[src/rtl/mmio_uart_tx.sv]
// Memory-mapped UART transmitter: TXDATA/STATUS registers, byte FIFO and an 8N1 serializer.
// Define MMIO_UART_TX_PARITY_EN to insert an even-parity bit (8E1 framing).
module mmio_uart_tx #(
    parameter int          CLKS_PER_BIT = 16,
    parameter int          FIFO_DEPTH   = 8,
    parameter logic [31:0] BASE_ADDR    = 32'h0000_FF00
) (
    input  logic        clk,
    input  logic        rst,
    input  logic [31:0] bus_addr,
    input  logic [31:0] bus_wdata,
    input  logic        bus_we,
    input  logic        bus_re,
    output logic [31:0] bus_rdata,
    output logic        tx,
    output logic        tx_busy
);

    localparam int PW = (FIFO_DEPTH > 1) ? $clog2(FIFO_DEPTH) : 1;
    localparam int CW = $clog2(FIFO_DEPTH + 1);
    localparam int TW = (CLKS_PER_BIT > 1) ? $clog2(CLKS_PER_BIT) : 1;
    localparam logic [31:0]   STATUS_ADDR = BASE_ADDR + 32'd4;
    localparam logic [TW-1:0] TIMER_LAST  = TW'(CLKS_PER_BIT - 1);
    localparam logic [CW-1:0] COUNT_FULL  = CW'(FIFO_DEPTH);

    typedef enum logic [2:0] {
        S_IDLE   = 3'd0,
        S_START  = 3'd1,
        S_DATA   = 3'd2,
`ifdef MMIO_UART_TX_PARITY_EN
        S_PARITY = 3'd3,
`endif
        S_STOP   = 3'd4
    } state_t;

`ifdef MMIO_UART_TX_PARITY_EN
    function automatic logic parity8(input logic [7:0] d);
        return ^d;
    endfunction
`endif

    logic [7:0]    fifo_q [FIFO_DEPTH];
    logic [PW-1:0] wr_ptr_q;
    logic [PW-1:0] rd_ptr_q;
    logic [CW-1:0] count_q;
    logic [CW-1:0] count_d;
    logic          overflow_q;

    state_t        state_q;
    logic [TW-1:0] timer_q;
    logic [2:0]    bit_idx_q;
    logic [7:0]    shift_q;
    logic          tx_q;
    logic          busy_q;
    logic [31:0]   rdata_q;
`ifdef MMIO_UART_TX_PARITY_EN
    logic          parity_q;
`endif

    logic          sel_data_s;
    logic          sel_status_s;
    logic          push_req_s;
    logic          push_s;
    logic          pop_s;
    logic          full_s;
    logic          empty_s;
    logic          wrap_s;
    logic          ovf_clr_s;
    logic          idle_next_s;
    logic [7:0]    head_s;
    logic [31:0]   status_s;
    logic          unused_wdata_s;

    assign unused_wdata_s = ^bus_wdata[31:8];

    // Address decode, FIFO flags and pop/push qualification.
    always_comb begin
        sel_data_s   = (bus_addr == BASE_ADDR);
        sel_status_s = (bus_addr == STATUS_ADDR);
        full_s       = (count_q == COUNT_FULL);
        empty_s      = (count_q == CW'(0));
        push_req_s   = bus_we && sel_data_s;
        push_s       = push_req_s && !full_s;
        ovf_clr_s    = bus_we && sel_status_s && bus_wdata[3];
        wrap_s       = (timer_q == TIMER_LAST);
        head_s       = fifo_q[rd_ptr_q];
        // The FSM only takes a byte while idle or on the final stop-bit cycle.
        pop_s        = !empty_s && ((state_q == S_IDLE) || ((state_q == S_STOP) && wrap_s));
        idle_next_s  = !pop_s && ((state_q == S_IDLE) || ((state_q == S_STOP) && wrap_s));
        case ({push_s, pop_s})
            2'b10:   count_d = count_q + CW'(1);
            2'b01:   count_d = count_q - CW'(1);
            default: count_d = count_q;
        endcase
    end

    // STATUS word assembly.
    always_comb begin
        status_s    = 32'd0;
        status_s[0] = full_s;
        status_s[1] = empty_s;
        status_s[2] = busy_q;
        status_s[3] = overflow_q;
        if (32'(count_q) > 32'd15) begin
            status_s[7:4] = 4'hF;
        end else begin
            status_s[7:4] = 4'(count_q);
        end
`ifdef MMIO_UART_TX_PARITY_EN
        status_s[8] = 1'b1;
`else
        status_s[8] = 1'b0;
`endif
    end

    // FIFO storage; flushing is done through the pointers.
    always_ff @(posedge clk) begin
        if (push_s) begin
            fifo_q[wr_ptr_q] <= bus_wdata[7:0];
        end
    end

    // FIFO pointers, count and sticky overflow (set beats clear).
    always_ff @(posedge clk) begin
        if (rst) begin
            wr_ptr_q   <= PW'(0);
            rd_ptr_q   <= PW'(0);
            count_q    <= CW'(0);
            overflow_q <= 1'b0;
        end else begin
            if (push_s) begin
                wr_ptr_q <= wr_ptr_q + PW'(1);
            end
            if (pop_s) begin
                rd_ptr_q <= rd_ptr_q + PW'(1);
            end
            count_q <= count_d;
            if (push_req_s && full_s) begin
                overflow_q <= 1'b1;
            end else if (ovf_clr_s) begin
                overflow_q <= 1'b0;
            end
        end
    end

    // Serializer FSM with registered line and busy outputs.
    always_ff @(posedge clk) begin
        if (rst) begin
            state_q   <= S_IDLE;
            timer_q   <= TW'(0);
            bit_idx_q <= 3'd0;
            shift_q   <= 8'd0;
            tx_q      <= 1'b1;
            busy_q    <= 1'b0;
`ifdef MMIO_UART_TX_PARITY_EN
            parity_q  <= 1'b0;
`endif
        end else begin
            busy_q <= !idle_next_s || (count_d != CW'(0));
            case (state_q)
                S_IDLE: begin
                    timer_q <= TW'(0);
                    if (pop_s) begin
                        shift_q <= head_s;
`ifdef MMIO_UART_TX_PARITY_EN
                        parity_q <= parity8(head_s);
`endif
                        state_q <= S_START;
                        tx_q    <= 1'b0;
                    end else begin
                        tx_q <= 1'b1;
                    end
                end
                S_START: begin
                    if (wrap_s) begin
                        timer_q   <= TW'(0);
                        bit_idx_q <= 3'd0;
                        tx_q      <= shift_q[0];
                        state_q   <= S_DATA;
                    end else begin
                        timer_q <= timer_q + TW'(1);
                    end
                end
                S_DATA: begin
                    if (wrap_s) begin
                        timer_q <= TW'(0);
                        if (bit_idx_q == 3'd7) begin
`ifdef MMIO_UART_TX_PARITY_EN
                            state_q <= S_PARITY;
                            tx_q    <= parity_q;
`else
                            state_q <= S_STOP;
                            tx_q    <= 1'b1;
`endif
                        end else begin
                            bit_idx_q <= bit_idx_q + 3'd1;
                            shift_q   <= shift_q >> 1;
                            tx_q      <= shift_q[1];
                        end
                    end else begin
                        timer_q <= timer_q + TW'(1);
                    end
                end
`ifdef MMIO_UART_TX_PARITY_EN
                S_PARITY: begin
                    if (wrap_s) begin
                        timer_q <= TW'(0);
                        state_q <= S_STOP;
                        tx_q    <= 1'b1;
                    end else begin
                        timer_q <= timer_q + TW'(1);
                    end
                end
`endif
                S_STOP: begin
                    if (wrap_s) begin
                        timer_q <= TW'(0);
                        if (pop_s) begin
                            shift_q <= head_s;
`ifdef MMIO_UART_TX_PARITY_EN
                            parity_q <= parity8(head_s);
`endif
                            state_q <= S_START;
                            tx_q    <= 1'b0;
                        end else begin
                            state_q <= S_IDLE;
                            tx_q    <= 1'b1;
                        end
                    end else begin
                        timer_q <= timer_q + TW'(1);
                    end
                end
                default: begin
                    state_q <= S_IDLE;
                    timer_q <= TW'(0);
                    tx_q    <= 1'b1;
                end
            endcase
        end
    end

    // Load data is valid for exactly one cycle after the read strobe.
    always_ff @(posedge clk) begin
        if (rst) begin
            rdata_q <= 32'd0;
        end else if (bus_re && sel_status_s) begin
            rdata_q <= status_s;
        end else begin
            rdata_q <= 32'd0;
        end
    end

    assign bus_rdata = rdata_q;
    assign tx        = tx_q;
    assign tx_busy   = busy_q;

endmodule

[config.mk]
export PLATFORM = sky130hd
export DESIGN_NAME = mmio_uart_tx
export DESIGN_NICKNAME = d
export VERILOG_FILES = /design/src/rtl/mmio_uart_tx.sv
export SDC_FILE = /design/constraint.sdc
export NUM_CORES = 1
export LEC_CHECK = 0
export BUFFER_PORTS_ARGS = -buffer_cell sky130_fd_sc_hd__clkbuf_2
export CAP_MARGIN = 10
export CORE_ASPECT_RATIO = 1.5
export CORE_MARGIN = 3
export CORE_UTILIZATION = 58
export CTS_CLUSTER_SIZE = 10
export DETAILED_ROUTE_END_ITERATION = 10
export PLACE_DENSITY_LB_ADDON = 0.1
export SLEW_MARGIN = 20
export SYNTH_ARGS = -nofsm -noshare
export SYNTH_HDL_FRONTEND = slang
export SYNTH_SLANG_ARGS = --single-unit
export TNS_END_PERCENT = 50
[constraint.sdc]
create_clock -name clk -period 7.6 [get_ports clk]
set_input_delay 0 -clock clk [delete_from_list [all_inputs] [get_ports clk]]
set_output_delay 0 -clock clk [all_outputs]
set_load 0.05 [all_outputs]
* Word-level counts from Yosys, hierarchy flattened
Memory sizes are Yosys's and may differ from the RTL's. A register that Yosys moved wholly into a read port is not among the register bits. Index checks and enable logic that the tools add are counted.
Storage, ports and cells: register bits 63, bits in writable memories 64, bits of input ports 68, output and inout bits 34, logic and storage cells 94, memories kept 1
Operators by class: add/sub/neg operators 6, equality and inequality tests 16, multiplexer cells 29, bitwise operators 2, reductions and logical operators 28
Memory list:
- fifo_q | depth 8, bits a word 8, rd ports 1, clocked after memory_dff 1, write ports 1, line 42 | logic [7:0] fifo_q [FIFO_DEPTH];
Operator list (number):
- 32-bit by 16-bit == test with 1-bit output, second input constant | 2
- 8-bit 2-to-1 mux | 4
- 3-bit 2-to-1 mux | 10
- 8-bit one-hot mux with 3 select lines | 1
- 2-bit inequality test, second input constant | 6
- 3-bit one-hot mux with 4 select lines | 1
- 1-bit 2-to-1 mux | 10
- 3-bit by 1-bit adder with 3-bit output, second input constant | 3
- 1-bit logical AND | 9
- 4-bit by 1-bit adder with 4-bit output, second input constant | 2
- 4-bit == test, second input constant | 2
- 4-bit one-hot mux with 2 select lines | 1
- 4-bit AND reduction | 2
- 3-bit == test, second input constant | 2
- 3-bit one-hot mux with 2 select lines | 1
- 3-bit OR reduction | 2
- 5-bit AND reduction | 1
- 1-bit zero test | 4
- 4-bit zero test | 1
- 1-bit one-hot mux with 4 select lines | 1
- 2-bit nonzero test | 2
- 4-bit nonzero test | 1
- 4-bit by 1-bit subtractor with 4-bit output, second input constant | 1
- 3-bit by 1-bit == test with 1-bit output, second input constant | 1
- other kinds (9) | 11

* Logic depth before layout (Yosys ltp)
Gate-level depths: netlist of the first run.
word-level depth 8, gate-level depth with buffers 11, gate-level depth less buffers 10

* Worst setup path before layout of the first run
Ideal clock, no wire load.
path kind register to register, start register timer_q[0], end register count_q[2], data arrival time 2567 ps, required time 7529 ps, slack 4962 ps, stages on the path, launching flop included 11, path buffers 0, clock period less this slack 2638 ps, path through dfxtp_1 ha_1 nand3_1 a2111oi_4 ha_1 xor2_1 ha_1 a21oi_1 xor2_1 or3_1 a21oi_1
On the way: longest elaborated chain between the ends 6, elaborated cells between the ends (all ways) 7
RTL lines:
- start, declared | line 50 | logic [TW-1:0] timer_q;
- start signal, assigned | line 181 | timer_q <= timer_q + TW'(1);
- start signal, assigned | line 201 | timer_q <= timer_q + TW'(1);
- start signal, assigned | line 230 | timer_q <= timer_q + TW'(1);
- 4-bit == test (*) | line 85 | wrap_s = (timer_q == TIMER_LAST);
- 1-bit logical AND (*) | line 88 | pop_s = !empty_s && ((state_q == S_IDLE) || ((state_q == S_STOP) && wrap_s));
- 1-bit logical OR (*) | line 88
- 1-bit logical AND (*) | line 88
- 2-bit by 1-bit == test with 1-bit output / 2-bit == test (equally long branches) | line 90 | case ({push_s, pop_s})
- 4-bit one-hot mux with 2 select lines (*) | line 90
- end signal, assigned | line 137 | count_q <= count_d;
- end, declared | line 45 | logic [CW-1:0] count_q;
Every way passes the cells marked *; elsewhere a longest branch is shown, timed or not. A chain may end at the register's enable or synchronous reset.

* Worst setup path in the final report of the first run
Ends and elaborated chain as after synthesis.

==> run_results.csv, run 1 <==
group,metric,value,unit
yosys,synth_top_cell_area_share,41.9,%
yosys,syn_area,4590,um2
timing,finalHoldViolations,0,
timing,max_freq,337,MHz
yosys,synth-seq-cells,106,
yosys,async_flop_share,0,%
floorplanning,ios,102,
global_routing,grt_pass1_wl,13200,um
setup_path,ff2ff_path_depth,10,
yosys,yosysWarnings,0,
global_routing,grt_start_max_net_pins,32,
yosys,synth.distinct_cells,52,
floorplanning,core,7660,um2
pwr,power.density,208,nW/um2
setup_path,crit_path_start_kind,"register",
timing,period_share,39.0,%
yosys,yosys.area.top_type,"edfxtp_1",
cts,clk_pin_slew_worst_paths,70,ps
detailed_routing,routed_wl,7910,um
detailed_routing,wl_per_cell,15.5,um
placed_design,pre_cts_ws,4640,ps
detailed_routing,drc,0,
yosys,synth_common_cells,"edfxtp_1 (64), dfxtp_1 (42), nor2_1 (35), buf_4 (24)",
setup_path,path_max_fanout,7,
timing,fin_ws,4640,ps
finish,syn2layout_area_growth,14.1,%
floorplanning,fp.dieH,115,um
cts,cts_made_buffers,9,
flow_run,drv_cap,0,
setup_path,end_kind,"register",
yosys,syn_avg_cell_area,13.5,um2
setup_path,critPathKind,"register to register",
timing,slew_violations,0,
detailed_routing,vias_per_cell,5.36,
finish,multi_input_area,1690,um2
setup_path,r2r_end,"count_q[2]",
detailed_routing,vias,2729,
floorplanning,initial_core_util,59.9,%
yosys,synth_ff_type,"edfxtp_1",
detailed_routing,dr.pass1.iters,4,
timing,worst_slew_pin_slew,914,ps
floorplanning,row_count,39,
cts,clk_latency,340,ps
yosys,synthCells,341,
detailed_routing,ant_nets,0,
pwr,power.leakage,0.00194,uW
timing,setup_viol,0,
timing,fin_skew,9.92,ps
global_routing,grt_usage,19.0,%
yosys,yosysSeqAreaShare,60.2,%
floorplanning,dieArea,9040,um2
finish,layout-drive-gt1-share,24.1,%
setup_path,critPathArrivalTime,3220,ps
cts,clock-sinks,106,
cts,clock_path_buffers,2,
finish,regArea,2760,um2
cts,cts_root_buf,"clkbuf_16",
finish,n_antenna_cell,0,
setup_path,timing.rr.start,"timer_q[0]",
timing,setup_tns,0,ps
min_path,holdPathStages,1,
cts,post_cts_buffers,0,
timing,period_needed,2960,ps
pwr,vdd_drop_max,0.172,mV
cts,cts_max_level,3,
cts,cts_tree,"done",
yosys,post-synth-top-count-cell,"edfxtp_1",
min_path,hold_end,"fifo_q[4][3]",
timing,rsz0062_at_grt,"false",
finish,fin_nets,478,
detailed_routing,drtIter0Drc,174,
min_path,hold_class,"input port to register",
placed_design,dpl.hpwl,5500,um
outcome,outcome,"completed",
placed_design,routabilityCongestion,0.738,
yosys,synthTopCellsByArea,"edfxtp_1 (42%), dfxtp_1 (18%), mux4_2 (7.8%)",
setup_path,cp_data_required_time,7850,ps
global_routing,antenna_found_initial,0,
setup_path,reg2reg_setup_slack,4640,ps
global_routing,grt_pass1_vias,2806,
finish,fill_cells,552,
min_path,hp-start,"bus_wdata[3]",
timing,slew_headroom,38.3,%
yosys,synth_edf_count,64,
global_routing,grt_overflow,0,
floorplanning,die_x,78.7,um
placed_design,portBuffers,53,
## through the flow
step | util, % | area (um2) | cells | hold slack (ps) | power [uW]
finish | 68.4 | 5240 | 509 | 1.45 | 1090
global route | 68.4 | 5240 | 509 | 24.7 | 1120
floorplan | - | 4680 | 364 | 78.3 | 660
detailed placement | 63.4 | 4850 | 484 | 256 | 666
CTS | 68.3 | 5230 | 509 | 4.48 | 1100
global placement | 63.4 | 4850 | 484 | 240 | 665
## cells in the final DEF (no fill, tap or decap), drive strengths merged, types with 3 or more instances in the layout
master and n:
ha 8, o21ai 15, nor2b 4, dfxtp 42, edfxtp 64, dlygate4sd3 9, clkbuf 62, clkinv 4
xnor2 3, nand3 5, nor3b 4, mux2i 17, and2 8, and3 4, nor4 6, nand2 17
nor3 7, xor2 6, a21oi 12, nor2 35, mux4 16, a2111oi 3, conb 24, inv 5
or3 3
## power breakdown
group | switching, uW | total (uW) | internal, uW
combinational | 37.4 | 49.3 | 11.9
clock | 205 | 433 | 228
sequential | 0.000000824 | 607 | 607
## layer usage
layer / wire, um / vias to the layer above / GRT usage (%)
met2: 4350 / 44 / 34.5
li1: - / 1344 / -
met1: 3250 / 1331 / 22.5
met5: 0 / - / 0
met3: 197 / 10 / 2.74
met4: 109 / 0 / 7.47
## timing repair
action,CTS,global route
hold buffers,9,0
gates resized for setup,0,0
hold endpoints to repair,58,0
## kinds of logic after synthesis
| logic type | after synthesis | synth area share (%) |
|---|---|---|
| AO/OA/AOI/OAI | 38 | 5.72 |
| buffers and inverters | 39 | 5.23 |
| XOR/XNOR | 9 | 1.72 |
| adder cells (fa/ha/maj) | 8 | 2.18 |
| AND/OR/NAND/NOR | 106 | 13.1 |
| multiplexers | 34 | 11.8 |
| other | 1 | 0.0817 |
| flip-flops | 106 | 60.2 |
## flip-flops by register name, indices dropped and copies added (netlist names), named ones only
| signal | flops |
|---|---|
| tx | 1 |
| bus_rdata | 8 |
| tx_busy | 1 |
| rd_ptr_q | 3 |
| overflow_q | 1 |
| bit_idx_q | 3 |
| wr_ptr_q | 3 |
| fifo_q | 64 |
| state_q | 3 |
| count_q | 4 |
| timer_q | 4 |
| shift_q | 8 |
## worst max path at each step
| stage | from | to | slack, ps | cells past startpoint |
|---|---|---|---|---|
| 2_1_floorplan | timer_q[0] | count_q[2] | 4960 | 10 |
| 3_3_place_gp | timer_q[0] | count_q[2] | 4730 | 10 |
| 3_5_place_dp | timer_q[0] | count_q[2] | 4640 | 10 |
| 4_1_cts | timer_q[0] | count_q[2] | 4600 | 10 |
| 5_1_grt | timer_q[0] | count_q[2] | 4390 | 10 |
| 6_report | timer_q[0] | count_q[2] | 4640 | 10 |
## cell type report
cell class | instances | share of cell area [%]
multi-input cells | 219 | 32.2
repair buffers | 63 | 6.93
clock inverters | 7 | 1.17
well taps | 102 | 2.44
inverters | 3 | 0.215
clock buffers | 9 | 4.30
flip-flops and latches | 106 | 52.8
## critical path, stage by stage (launching register included)
cell and delay, ps:
dfxtp_1 350, ha_1 220, nand3_1 210, a2111oi_4 740, ha_1 370, xor2_1 160
ha_1 160, a21oi_1 50, xor2_1 160, or3_1 310, a21oi_1 140
Note: power is estimated with default switching activity, not from simulation.
==> run 2, diff against run 1 <==
Settings changed: ABC_AREA from default to 1, CORE_UTILIZATION 58 to 54.
Clock period 7.6 ns to 2.9 ns, I/O delays scaled along.
==> run_results.csv, run 2 <==
group,metric,value,unit
finish,mostFrequentLayoutCells,"nand2_1 (110), nor2_1 (69), edfxtp_1 (64), nand3_1 (54)",
yosys,synth_top_cell_area_share,40.0,%
finish,fill_cells,743,
setup_path,cp_cell_sequence,"ha_1, nand3_4, a21oi_4, nand2_2, inv_2, ha_1, nand2_1, inv_1, nor2_1, ha_1, o21ai_0, a41oi_1",
placed_design,post_dp_cell_area,5110,um2
yosys,synth_common_cells,"nand2_1 (110), nor2_1 (69), edfxtp_1 (64), nand3_1 (54), inv_1 (53)",
pwr,power.density,852,nW/um2
yosys,yosys.area.top_type,"edfxtp_1",
timing,rsz0062_at_grt,"false",
yosys,yosysWarnings,0,
setup_path,crit_top_cell,"ha_1",
finish,design_area,5510,um2
yosys,syn_area,4800,um2
detailed_routing,routed_wl,10000,um
floorplanning,dieArea,10100,um2
global_routing,grt_pass1_vias,3608,
detailed_routing,vias,3538,
finish,n_antenna_cell,0,
yosys,synthCells,526,
yosys,syn_avg_cell_area,9.13,um2
floorplanning,ios,102,
global_routing,grt_pass1_wl,16800,um
timing,setup_viol,0,
floorplanning,row_count,41,
yosys,post-synth-top-count-cell,"nand2_1",
detailed_routing,ant_nets,0,
cts,cts_made_buffers,9,
detailed_routing,dr.pass1.iters,4,
pwr,vdd_drop_max,0.588,mV
yosys,yosysSeqAreaShare,57.5,%
finish,layout-drive-gt1-share,16.7,%
min_path,hold_class,"input port to register",
timing,period_needed,2340,ps
detailed_routing,drtIter0Drc,164,
placed_design,pre_cts_ws,562,ps
yosys,synth.distinct_cells,33,
floorplanning,fp.dieH,121,um
yosys,synthTopCellsByArea,"edfxtp_1 (40%), dfxtp_1 (18%), nand2_1 (8.6%)",
yosys,async_flop_share,0,%
cts,clock-sinks,106,
cts,cts_max_level,3,
setup_path,critPathKind,"register to register",
outcome,outcome,"completed",
timing,slew_headroom,44.9,%
finish,fin_nets,670,
yosys,synth_edf_count,64,
finish,top_register,"fifo_q",
placed_design,portBuffers,53,
timing,finalHoldViolations,0,
floorplanning,core,8520,um2
setup_path,path_max_fanout,8,
floorplanning,initial_core_util,56.4,%
setup_path,cpPeakStageDelay,350,ps
floorplanning,die_x,83.0,um
cts,ctsResizeCount,0,
setup_path,cp_data_required_time,3110,ps
placed_design,routabilityCongestion,0.842,
timing,fin_ws,557,ps
timing,setup_tns,0,ps
cts,clock_path_buffers,2,
detailed_routing,vias_per_cell,5.01,
global_routing,antenna_found_initial,0,
timing,period_share,80.8,%
global_routing,grt_overflow,0,
timing,slew_violations,0,
global_routing,grt_usage,21.3,%
finish,syn2layout_area_growth,14.7,%
global_routing,grt_start_max_net_pins,40,
pwr,power.leakage,0.00238,uW
cts,cts_root_buf,"clkbuf_16",
yosys,synth_ff_type,"edfxtp_1",
setup_path,critPathSlowestCell,"dfxtp_1",
setup_path,end_kind,"register",
placed_design,dpl.hpwl,6930,um
finish,largest_reg_flops,64,
cts,clk_pin_slew_worst_paths,70,ps
flow_run,drv_cap,0,
timing,worst_slew_pin_slew,826,ps
detailed_routing,drc,0,
yosys,synth-seq-cells,106,
setup_path,crit_path_start_kind,"register",
finish,final_common_cell,"nand2_1",
cts,cts_tree,"done",
timing,max_freq,427,MHz
detailed_routing,wl_per_cell,14.2,um
setup_path,critPathArrivalTime,2560,ps
cts,clk_latency,340,ps
timing,fin_skew,5.83,ps
-- run 2: changes by cell type after synthesis, moves of 16 or more --
cell     change
nand2_1     +93
nor2_1      +34
mux2i_1     -17
inv_1       +50
nand3_1     +49
mux4_2      -16
-- run 2: cell families after synthesis --
logic type / count (synthesis) / synth area share, %
adder cells (fa/ha/maj): 8 / 2.09
buffers and inverters: 93 / 9.77
XOR/XNOR: 6 / 1.09
AND/OR/NAND/NOR: 260 / 23.4
other: 1 / 0.0781
flip-flops: 106 / 57.5
AO/OA/AOI/OAI: 52 / 5.99
-- run 2: path summary, 6_finish.rpt --
path | from | slack [ps] | to | cells past startpoint
worst max-delay path | timer_q[0] | 560 | tx_busy | 12
worst min-delay path | rst | 40 | shift_q[7] | 2
worst max register to register | timer_q[0] | 560 | tx_busy | 12
worst min register to register | overflow_q | 440 | bus_rdata[3] | 2
-- run 2: what timing repair did --
action                                 CTS  global route
hold buffers                             8             0
endpoints found under the hold margin   64             0
buffers inserted                         0             0
-- run 2: layer usage --
layer | GRT usage, % | up-vias | share of wire [%]
met5 | 0 | - | 0
li1 | - | 1809 | -
met2 | 41.6 | 64 | 56
met4 | 6.95 | 0 | 2.4
met1 | 22.8 | 1648 | 38
met3 | 4.01 | 17 | 3.5
-- run 2: worst max-delay path: cells and delay by family, from the launching register on --
kind,cells,cell delay [ps]
adders and majority gates,3,730
buffers and inverters,2,210
AOI/OAI and AO/OA,3,560
DFF,1,350
and+or+nand+nor,4,370
-- run 2: power by group --
group | leakage [uW] | switching [uW] | internal (uW) | total (uW)
Sequential | 0.000918 | 74.0 | 1710 | 1790
Clock | 0.000149 | 531 | 755 | 1290
Combinational | 0.00131 | 1110 | 507 | 1610
-- run 2: layout make-up --
class,count,area (um2),share of cell area [%]
Inverter,56,215,3.91
Clock buffer,9,225,4.09
Sequential cell,106,2760,50.2
Tap cell,107,134,2.43
Clock inverter,7,92.6,1.68
Multi-Input combinational cell,350,1660,30.1
Timing Repair Buffer,71,420,7.64
-- run 2: through the flow --
| step | hold slack, ps | total power, uW | instances | util (%) |
|---|---|---|---|---|
| floorplan | 72.4 | 3090 | 549 | - |
| global placement | 270 | 3370 | 682 | 60.0 |
| detailed placement | 287 | 3430 | 682 | 60.0 |
| CTS | 31.6 | 4740 | 706 | 64.6 |
| global route | 68.2 | 5030 | 706 | 64.6 |
| finish | 40.9 | 4690 | 706 | 64.6 |
==> run 3, diff against run 2 <==
Clock period 2.9 ns to 2.4 ns, I/O delays scaled along.
==> run_results.csv, run 3 (synthesis gave the netlist of run 2 again) <==
group,metric,value,unit
outcome,outcome,"completed",
detailed_routing,vias_per_cell,5.02,
global_routing,grt_pass1_wl,16900,um
global_routing,antenna_found_initial,0,
global_routing,grt_overflow,0,
timing,period_share,87.9,%
floorplanning,dieArea,10100,um2
timing,setup_viol,0,
setup_path,cp_cell_sequence,"ha_2, nand3_4, a21oi_4, nand2_2, inv_2, ha_2, nand2_1, inv_1, nor2_1, ha_1, a21oi_1, xnor2_1, o21ai_1, inv_1",
setup_path,crit_buf_inv,3,
timing,rsz0062_at_grt,"false",
floorplanning,ios,102,
setup_path,end_kind,"register",
setup_path,critPathArrivalTime,2350,ps
finish,fin_util,65.4,%
floorplanning,fp.dieH,121,um
placed_design,portBuffers,53,
floorplanning,row_count,41,
finish,mostFrequentLayoutCells,"nand2_1 (109), nor2_1 (69), edfxtp_1 (64), nand3_1 (54)",
setup_path,path_max_fanout,8,
detailed_routing,vias,3556,
finish,layout-drive-gt1-share,17.6,%
placed_design,dpl.hpwl,7130,um
cts,cts_made_buffers,9,
cts,cts_root_buf,"clkbuf_16",
cts,cts_tree,"done",
placed_design,routabilityCongestion,0.864,
timing,period_needed,2110,ps
detailed_routing,drtIter0Drc,201,
finish,largest_reg_flops,64,
floorplanning,initial_core_util,56.4,%
timing,fin_skew,9.22,ps
floorplanning,die_x,83.0,um
detailed_routing,wl_per_cell,14.5,um
setup_path,cpPeakStageDelay,350,ps
timing,setup_tns,0,ps
finish,top_register,"fifo_q",
cts,clock_path_buffers,2,
timing,slew_headroom,61.4,%
detailed_routing,drc,0,
global_routing,grt_usage,21.6,%
setup_path,critPathKind,"register to register",
setup_path,cp_top_family,"adder cells",
detailed_routing,routed_wl,10300,um
global_routing,grt_pass1_vias,3624,
setup_path,critPathSlowestCell,"dfxtp_1",
detailed_routing,dr.pass1.iters,4,
pwr,vdd_drop_max,1.02,mV
timing,finalHoldViolations,0,
setup_path,cp_data_required_time,2640,ps
finish,syn2layout_area_growth,16.1,%
finish,fin_nets,673,
floorplanning,core,8520,um2
finish,n_antenna_cell,0,
timing,worst_slew_pin_slew,578,ps
cts,clk_pin_slew_worst_paths,60,ps
flow_run,drv_cap,0,
finish,final_common_cell,"nand2_1",
detailed_routing,ant_nets,0,
pwr,power.density,1050,nW/um2
finish,fill_cells,747,
min_path,hold_class,"input port to register",
global_routing,grt_start_max_net_pins,40,
cts,cts_max_level,3,
setup_path,crit_path_start_kind,"register",
timing,slew_violations,0,
pwr,power.leakage,0.00241,uW
cts,clock-sinks,106,
cts,clk_latency,350,ps
timing,max_freq,474,MHz
cts,post_cts_buffers,0,
pwr,finalPower,5870,uW
-- run 3: cell count changes in the layout (fill, tap and decap cells not counted), sizes merged --
cell	before	now
clkinvlp	2	1
bufinv	2	3
clkbuf	62	65
inv	56	55
buf	10	13
clkinv	3	1
-- run 3: timing repair --
action	4_1_cts	5_1_grt
endpoints found under the setup margin	0	2
endpoints found under the hold margin	64	0
hold buffers	8	0
gates resized for setup	0	5
-- run 3: stage by stage --
step / cells / setup WS [ps] / area, um2 / hold slack [ps]
global placement: 685 / 229 / 5130 / 273
detailed placement: 685 / 181 / 5130 / 286
CTS: 709 / 179 / 5560 / 36.1
floorplan: 549 / 318 / 4890 / 72.4
finish: 709 / 290 / 5570 / 35.2
global route: 709 / 34.0 / 5570 / 70.3
-- run 3: layer usage --
metal | up-vias | track usage, % | routed length, um
li1 | 1816 | - | -
met3 | 12 | 3.06 | 346
met2 | 57 | 41.1 | 5770
met4 | 0 | 10.3 | 196
met1 | 1671 | 23.1 | 4000
met5 | - | 0 | 0
-- run 3: power breakdown --
group          total (uW)  switching, uW  internal (uW)
clock network        1710            631           1080
registers            2160           88.6           2070
logic                2000           1360            645
total                5870           2080           3790
-- run 3: path summary, 6_finish.rpt --
| check | start | endpoint | slack, ps | cells after the start |
|---|---|---|---|---|
| hold / removal | rst | shift_q[7] | 40 | 2 |
| setup reg to reg | timer_q[0] | count_q[2] | 290 | 14 |
| hold reg to reg | overflow_q | bus_rdata[3] | 430 | 2 |
| setup / recovery | timer_q[0] | count_q[2] | 290 | 14 |
-- run 3: layout make-up --
| class | count | area [um2] | share of cell area [%] |
|---|---|---|---|
| inverters | 56 | 215 | 3.86 |
| well taps | 107 | 134 | 2.40 |
| repair buffers | 74 | 443 | 7.95 |
| clock inverters | 4 | 97.6 | 1.75 |
| clock buffers | 12 | 256 | 4.60 |
| multi-input cells | 350 | 1660 | 29.8 |
| flip-flops and latches | 106 | 2760 | 49.6 |
-- run 3: worst register-to-register path, stage by stage (launching register included) --
cell     delay [ps]
dfxtp_1         350
ha_2            220
nand3_4         130
a21oi_4         170
nand2_2         110
inv_2            70
ha_2            190
nand2_1          60
inv_1            70
nor2_1           50
ha_1            170
a21oi_1         160
xnor2_1         100
o21ai_1         120
inv_1            40
